`config.mk`:
```
export PLATFORM = sky130hd
export DESIGN_NAME = mips_multi_cycle
export DESIGN_NICKNAME = d
export VERILOG_FILES = /design/src/rtl/mips16_pkg.sv /design/src/rtl/mips16_alu.sv /design/src/rtl/mips_multi_cycle.sv
export SDC_FILE = /design/constraint.sdc
export NUM_CORES = 1
export LEC_CHECK = 0
export CAP_MARGIN = 5
export CORE_UTILIZATION = 56
export CTS_CLUSTER_DIAMETER = 150
export CTS_CLUSTER_SIZE = 8
export DETAILED_ROUTE_END_ITERATION = 10
export GPL_ROUTABILITY_DRIVEN = 0
export PLACE_DENSITY = 0.76
export REMOVE_ABC_BUFFERS = 1
export SLEW_MARGIN = 10
export SYNTH_ARGS = -nofsm -noshare
export SYNTH_HDL_FRONTEND = slang
export SYNTH_SLANG_ARGS = --single-unit
```
`constraint.sdc`:
```
create_clock -name clk -period 3.7 [get_ports clk]
set_input_delay 0.555 -clock clk [delete_from_list [all_inputs] [get_ports clk]]
set_output_delay 0.555 -clock clk [all_outputs]
set_load 0.005 [all_outputs]
```
`src/rtl/mips16_pkg.sv`:
```
// Shared encodings for the multi-cycle 16-bit-instruction MIPS core:
// opcodes, FSM states, ALU operations and instruction field positions.
package mips16_pkg;

    localparam logic [3:0] OP_ADD  = 4'h0;
    localparam logic [3:0] OP_SUB  = 4'h1;
    localparam logic [3:0] OP_ADDI = 4'h2;
    localparam logic [3:0] OP_LW   = 4'h3;
    localparam logic [3:0] OP_SW   = 4'h4;
    localparam logic [3:0] OP_J    = 4'h5;
    localparam logic [3:0] OP_XOR  = 4'h6;
    localparam logic [3:0] OP_OR   = 4'h7;
    localparam logic [3:0] OP_BEQ  = 4'h8;
    localparam logic [3:0] OP_AND  = 4'h9;
    localparam logic [3:0] OP_HALT = 4'hF;

    typedef enum logic [2:0] {
        S_IDLE   = 3'd0,
        S_FETCH  = 3'd1,
        S_DECODE = 3'd2,
        S_EXEC   = 3'd3,
        S_MEM    = 3'd4,
        S_WB     = 3'd5,
        S_HALTED = 3'd6
    } state_t;

    typedef enum logic [2:0] {
        ALU_ADD = 3'd0,
        ALU_SUB = 3'd1,
        ALU_XOR = 3'd2,
        ALU_OR  = 3'd3,
        ALU_AND = 3'd4
    } alu_op_t;

    // Instruction word: [15:12] op, [11:8] f1, [7:4] f2, [3:0] f3
    localparam int FIELD_W = 4;
    localparam int OP_LSB  = 12;
    localparam int F1_LSB  = 8;
    localparam int F2_LSB  = 4;
    localparam int F3_LSB  = 0;

endpackage

```
`src/rtl/mips16_alu.sv`:
```
// Combinational ALU for the multi-cycle core; all results wrap modulo 2^DATA_W.
module mips16_alu
    import mips16_pkg::*;
#(
    parameter int DATA_W = 16
) (
    input  logic [2:0]        op,
    input  logic [DATA_W-1:0] a,
    input  logic [DATA_W-1:0] b,
    output logic [DATA_W-1:0] y
);

    always_comb begin
        y = '0;
        case (op)
            ALU_ADD: y = a + b;
            ALU_SUB: y = a - b;
            ALU_XOR: y = a ^ b;
            ALU_OR:  y = a | b;
            ALU_AND: y = a & b;
            default: y = '0;
        endcase
    end

endmodule

```
`src/rtl/mips_multi_cycle.sv`:
```
// Multi-cycle MIPS-style core: loadable IMEM, register file with hardwired r0,
// and a req/ack data-memory port that tolerates any number of wait states.
module mips_multi_cycle
    import mips16_pkg::*;
#(
    parameter int DATA_W     = 16,
    parameter int REG_CNT    = 16,
    parameter int IMEM_DEPTH = 16,
    parameter int DMEM_AW    = 6,
    localparam int IMEM_AW   = $clog2(IMEM_DEPTH)
) (
    input  logic               clk,
    input  logic               rst,
    input  logic               run,
    input  logic               prog_we,
    input  logic [IMEM_AW-1:0] prog_addr,
    input  logic [15:0]        prog_data,
    output logic               dmem_req,
    output logic               dmem_we,
    output logic [DMEM_AW-1:0] dmem_addr,
    output logic [DATA_W-1:0]  dmem_wdata,
    input  logic [DATA_W-1:0]  dmem_rdata,
    input  logic               dmem_ack,
    output logic [DATA_W-1:0]  alu_out,
    output logic [IMEM_AW-1:0] pc,
    output logic [2:0]         state,
    output logic               halted
);

    localparam int RA_W = (REG_CNT > 1) ? $clog2(REG_CNT) : 1;

    logic [15:0]       imem [IMEM_DEPTH];
    logic [DATA_W-1:0] regs [REG_CNT];

    state_t            fsm;
    logic [15:0]       ir;
    logic [DATA_W-1:0] a_q, b_q, mdr;

    logic [3:0]         op, f1, f2, f3, idx_a, idx_b;
    logic [DATA_W-1:0]  rd_a, rd_b, imm, alu_b, alu_y;
    alu_op_t            alu_op;
    logic               use_imm, alu_wr, wb_en;
    logic [IMEM_AW-1:0] pc_next, pc_branch, pc_jump;

    assign op    = ir[OP_LSB +: FIELD_W];
    assign f1    = ir[F1_LSB +: FIELD_W];
    assign f2    = ir[F2_LSB +: FIELD_W];
    assign f3    = ir[F3_LSB +: FIELD_W];
    assign state = fsm;

    // BEQ reads (f1, f2) and SW reads its data register from f1.
    assign idx_a = (op == OP_BEQ) ? f1 : f2;
    assign idx_b = (op == OP_BEQ) ? f2 : ((op == OP_SW) ? f1 : f3);

    assign rd_a = (int'(idx_a) < REG_CNT) ? regs[idx_a[RA_W-1:0]] : '0;
    assign rd_b = (int'(idx_b) < REG_CNT) ? regs[idx_b[RA_W-1:0]] : '0;
    assign wb_en = (f1 != 4'd0) && (int'(f1) < REG_CNT);

    assign imm       = DATA_W'($signed(f3));
    assign alu_b     = use_imm ? imm : b_q;
    assign pc_next   = pc + IMEM_AW'(1);
    assign pc_branch = pc_next + IMEM_AW'($signed(f3));
    assign pc_jump   = IMEM_AW'(ir[11:0]);

    // alu_wr marks the ops whose result lands in alu_out; control-flow ops leave it alone.
    always_comb begin
        alu_op  = ALU_ADD;
        use_imm = 1'b0;
        alu_wr  = 1'b0;
        case (op)
            OP_ADD:  alu_wr = 1'b1;
            OP_SUB:  begin alu_op = ALU_SUB; alu_wr = 1'b1; end
            OP_XOR:  begin alu_op = ALU_XOR; alu_wr = 1'b1; end
            OP_OR:   begin alu_op = ALU_OR;  alu_wr = 1'b1; end
            OP_AND:  begin alu_op = ALU_AND; alu_wr = 1'b1; end
            OP_ADDI, OP_LW, OP_SW: begin use_imm = 1'b1; alu_wr = 1'b1; end
            default: ;
        endcase
    end

    mips16_alu #(.DATA_W(DATA_W)) u_alu (
        .op (alu_op),
        .a  (a_q),
        .b  (alu_b),
        .y  (alu_y)
    );

    // Program storage survives reset so a loaded image can be rerun.
    always_ff @(posedge clk) begin
        if (prog_we && (fsm == S_IDLE || fsm == S_HALTED))
            imem[prog_addr] <= prog_data;
    end

    always_ff @(posedge clk) begin
        if (rst) begin
            fsm        <= S_IDLE;
            pc         <= '0;
            alu_out    <= '0;
            dmem_req   <= 1'b0;
            dmem_we    <= 1'b0;
            dmem_addr  <= '0;
            dmem_wdata <= '0;
            halted     <= 1'b0;
            ir         <= '0;
            a_q        <= '0;
            b_q        <= '0;
            mdr        <= '0;
            for (int i = 0; i < REG_CNT; i++)
                regs[i] <= DATA_W'(i);
        end else begin
            case (fsm)
                S_IDLE: begin
                    if (run)
                        fsm <= S_FETCH;
                end
                S_FETCH: begin
                    ir  <= imem[pc];
                    fsm <= S_DECODE;
                end
                S_DECODE: begin
                    a_q <= rd_a;
                    b_q <= rd_b;
                    fsm <= S_EXEC;
                end
                S_EXEC: begin
                    if (alu_wr)
                        alu_out <= alu_y;
                    case (op)
                        OP_J: begin
                            pc  <= pc_jump;
                            fsm <= S_FETCH;
                        end
                        OP_BEQ: begin
                            pc  <= (a_q == b_q) ? pc_branch : pc_next;
                            fsm <= S_FETCH;
                        end
                        OP_HALT: begin
                            halted <= 1'b1;
                            fsm    <= S_HALTED;
                        end
                        OP_LW, OP_SW: begin
                            dmem_req   <= 1'b1;
                            dmem_we    <= (op == OP_SW);
                            dmem_addr  <= DMEM_AW'(alu_y);
                            dmem_wdata <= b_q;
                            fsm        <= S_MEM;
                        end
                        OP_ADD, OP_SUB, OP_XOR, OP_OR, OP_AND, OP_ADDI:
                            fsm <= S_WB;
                        default: begin
                            pc  <= pc_next;
                            fsm <= S_FETCH;
                        end
                    endcase
                end
                S_MEM: begin
                    if (dmem_ack) begin
                        dmem_req <= 1'b0;
                        dmem_we  <= 1'b0;
                        if (op == OP_LW) begin
                            mdr <= dmem_rdata;
                            fsm <= S_WB;
                        end else begin
                            pc  <= pc_next;
                            fsm <= S_FETCH;
                        end
                    end
                end
                S_WB: begin
                    if (wb_en)
                        regs[f1[RA_W-1:0]] <= (op == OP_LW) ? mdr : alu_out;
                    pc  <= pc_next;
                    fsm <= S_FETCH;
                end
                S_HALTED: begin
                    if (run) begin
                        pc     <= '0;
                        halted <= 1'b0;
                        fsm    <= S_FETCH;
                    end
                end
                default: fsm <= S_IDLE;
            endcase
        end
    end

endmodule

```
==> results of run 1 <==
-- Yosys cell counts, types with 4 or more instances --
| master | instances | share of area |
|---|---|---|
| or3_1 | 5 | 0.0011 |
| or2_2 | 5 | 0.0011 |
| o31ai_1 | 4 | 0.0010 |
| nand2b_1 | 6 | 0.0013 |
| dfxtp_1 | 112 | 0.076 |
| a21oi_1 | 119 | 0.020 |
| buf_4 | 10 | 0.0025 |
| edfxtp_1 | 512 | 0.52 |
| buf_6 | 14 | 0.0053 |
| a221oi_1 | 12 | 0.0036 |
| nand2_1 | 245 | 0.031 |
| clkbuf_1 | 99 | 0.013 |
| nor2b_1 | 11 | 0.0023 |
| and2_1 | 5 | 0.0011 |
| inv_1 | 42 | 0.0053 |
| o22ai_1 | 65 | 0.014 |
| mux2i_1 | 168 | 0.057 |
| and3_1 | 7 | 0.0015 |
| xor2_1 | 24 | 0.0071 |
| o211ai_1 | 5 | 0.0013 |
| or4b_1 | 4 | 0.0014 |
| nor2_1 | 268 | 0.034 |
| nand4_1 | 6 | 0.0013 |
| o21ai_0 | 30 | 0.0051 |
| a31oi_1 | 14 | 0.0030 |
| o21ai_1 | 34 | 0.0058 |
| nor4_1 | 22 | 0.0047 |
| buf_1 | 6 | 0.00076 |
| nor3_1 | 12 | 0.0020 |
| o21a_1 | 8 | 0.0020 |
| nand3_1 | 29 | 0.0049 |
| a211oi_1 | 18 | 0.0046 |
| a21o_1 | 5 | 0.0013 |
| ha_1 | 49 | 0.021 |
| nand3b_1 | 7 | 0.0018 |
| xnor2_1 | 21 | 0.0062 |
| mux4_2 | 144 | 0.11 |
| nor3b_1 | 4 | 0.0010 |
| buf_2 | 23 | 0.0039 |
-- critical path, cell delays in order (launching register included) --
cell,delay [ps]
dfxtp_2,340
or4b_4,570
a21oi_2,160
o22a_2,190
and3_4,220
a21boi_4,190
nor2_1,60
xnor2_1,130
ha_1,290
o21a_1,190
o22a_1,170
o211ai_1,110
o211ai_1,330
a21oi_1,140
or4b_1,490
o221ai_1,80
-- power by group --
group	total [W]	switching [W]	internal, W
combinational	0.00378	0.00205	0.00173
clock	0.00730	0.00292	0.00437
sequential	0.00801	0.000210	0.00780
total	0.0191	0.00518	0.0139
-- worst max path at each step --
stage / end / cells past startpoint / from
after floorplan: a_q[0]$_SDFFE_PP0P_ / 7 / ir[15]$_SDFFE_PP0P_
after global placement: alu_out[11]$_SDFFE_PP0P_ / 15 / ir[15]$_SDFFE_PP0P_
after detailed placement: alu_out[15]$_SDFFE_PP0P_ / 16 / ir[15]$_SDFFE_PP0P_
after CTS: alu_out[10]$_SDFFE_PP0P_ / 14 / ir[12]$_SDFFE_PP0P_
after global routing: alu_out[15]$_SDFFE_PP0P_ / 17 / ir[13]$_SDFFE_PP0P_
final: alu_out[15]$_SDFFE_PP0P_ / 15 / ir[15]$_SDFFE_PP0P_
-- sequential cells by signal (all words and copies together) (netlist names) --
signal / count
imem: 256
regs: 256
a_q: 16
alu_out: 16
b_q: 16
dmem_wdata: 16
ir: 16
mdr: 16
dmem_addr: 6
pc: 4
state: 3
dmem_req: 1
dmem_we: 1
halted: 1
-- stage by stage --
step | instances | util | hold slack, ps | setup TNS [ps] | total power [W]
6_report | 3190 | 0.6736 | 454.6 | -84.39 | 0.01908
2_1_floorplan | 2096 | - | 430.0 | -154140 | 0.01039
3_3_place_gp | 3034 | 0.6191 | 442.2 | -91.26 | 0.01144
4_1_cts | 3180 | 0.6694 | 457.9 | -35.12 | 0.01889
3_5_place_dp | 3034 | 0.6191 | 450.2 | -531.5 | 0.01155
5_1_grt | 3190 | 0.6736 | 470.3 | -945.2 | 0.01966
-- what timing repair did --
action,CTS,global route
resized for setup,25,32
pin swaps,16,21
buffers inserted,5,10
endpoints found under the setup margin,7,10
-- layer usage --
layer  global-route usage  wire, um  vias up
met5                    0         0        -
met4               0.1429      3801        0
met3              0.04441      6191      231
met2               0.5263     41430     1157
met1               0.3777     29260    10240
li1                     -         -     8896
-- final cells by class --
type                    instances  share of cell area
well taps                     680             0.02442
repair buffers                273             0.06860
inverters                      45            0.004848
clock inverters                 6            0.002550
flip-flops and latches        624              0.5060
multi-input cells            1427              0.3253
clock buffers                 135             0.06827
-- cells by family after synthesis --
family | synth area share
multiplexers | 0.1678
other | 0.0001270
flip-flops | 0.5968
AND/OR/NAND/NOR | 0.09554
XOR/XNOR | 0.01335
adder cells (fa/ha/maj) | 0.02213
buffers and inverters | 0.03115
AO/OA/AOI/OAI | 0.07312
==> run metrics, run 1 <==
Post-CTS Hold Buffers=0; Worst EP arrival=4310 ps; routed len/inst=roughly 25 um; Hold Path Class=flop to flop; syn avg cell area=around 13 um^2; FP Rows=slightly above 80; leakage=11.72 nW; number of flops mapped to enable cells by yosys=512; initial antenna violation count=0; Max transition margin=0.3058; failing checks=setup timing; sequential area share after synthesis=0.5968; RSZ-0062 raised after global routing=true; CP Class=flop to flop; Final min period=between 3000 and 4000 ps; final instance area=34,840 um^2; antenna viol nets, final=0; vias in the first global route=20,750; CP required=4250 ps; share of layout cells above drive strength 1=0.1992; Achievable Freq=265.6 MHz; Post-synth top flop=edfxtp_1; Final HPWL DP=52.16 mm; core area=51,720 um^2; final wirelength=80.68 mm; placed inst area=~32,000 um^2; ys async rst share=0; dpl ws=-128.5 ps; Mapped Area=29,520 um^2; Least-Margin Pin Slew=1037 ps; DRC viols=0; IO Pins=89; Worst Min Path Start=dmem_wdata[13]$_SDFFE_PP0P_; area grow syn2layout=18.02%; Worst-path clk slew=60 ps; largest net degree at the start of global routing=65; # setup viols final=3; Hold Vio Cnt, Final=0; commonest non-fill, non-tap cells in the layout=512 x edfxtp_1, 261 x nor2_1, 245 x nand2_1, 173 x buf_4, 166 x mux2i_1; reg2reg start=ir[15]$_SDFFE_PP0P_; DRT iter0 DRCs=2,169; Synth Warn #=0; FF+latch area=between 15,000 and 20,000 um^2; GR Overflow Total=0; synthesized instance count=2,234; worst r2r dst=alu_out[15]$_SDFFE_PP0P_; Initial Util=0.5708; hold-critical path depth=2; Inserted Clock Buffers=slightly below 90; R2R setup slack=-70 ps; critical path startpoint category=flop; Worst Reg2Reg Path Length in Cells=15; Root Buffer=clkbuf_16; WHS Endpoint=dmem_wdata[13]$_SDFFE_PP0P_; FILL cells=3,541; Final WS setup=-65.76 ps; crit-path max FO=4; Die X=231.6 um; via count=20,530; TritonCTS Sinks=about 620; clk buf depth=3; CTS tree=yes; Critical Path End Type=flop; die area=53,630 um^2; Antenna diodes=0; Worst VDD drop=0.4509 mV; multi-input logic area=around 11,000 um^2; wire length of the first global-routing pass=122.3 mm; vias per cell=6.435; nets=roughly 2,600; PwrDens=547.8 nW/um^2; H-tree Lvls=3; commonest non-fill, non-tap cell in the layout=edfxtp_1; status=finished with violations; max-slew violation count=0; final cycle utilization of the critical path=1.018; maxcap violations=0; Yosys reg bits=~620; clk_lat worst skew=630 ps; PortBufs=just under 90; final setup skew=21.51 ps; Die Height=231.6 um; Netlist cell types=79; Initial DRT Pass Iterations=5; gr usage total=0.3046
(Power assumes the default switching activity.)
==> run 2: changes to the inputs <==
Settings changed: ABC_CLOCK_PERIOD_IN_PS set to 3700, SLEW_MARGIN 10 to 20.
==> results of run 2 <==
Same layout as run 1: the final DEF is identical, and so are final timing and power.
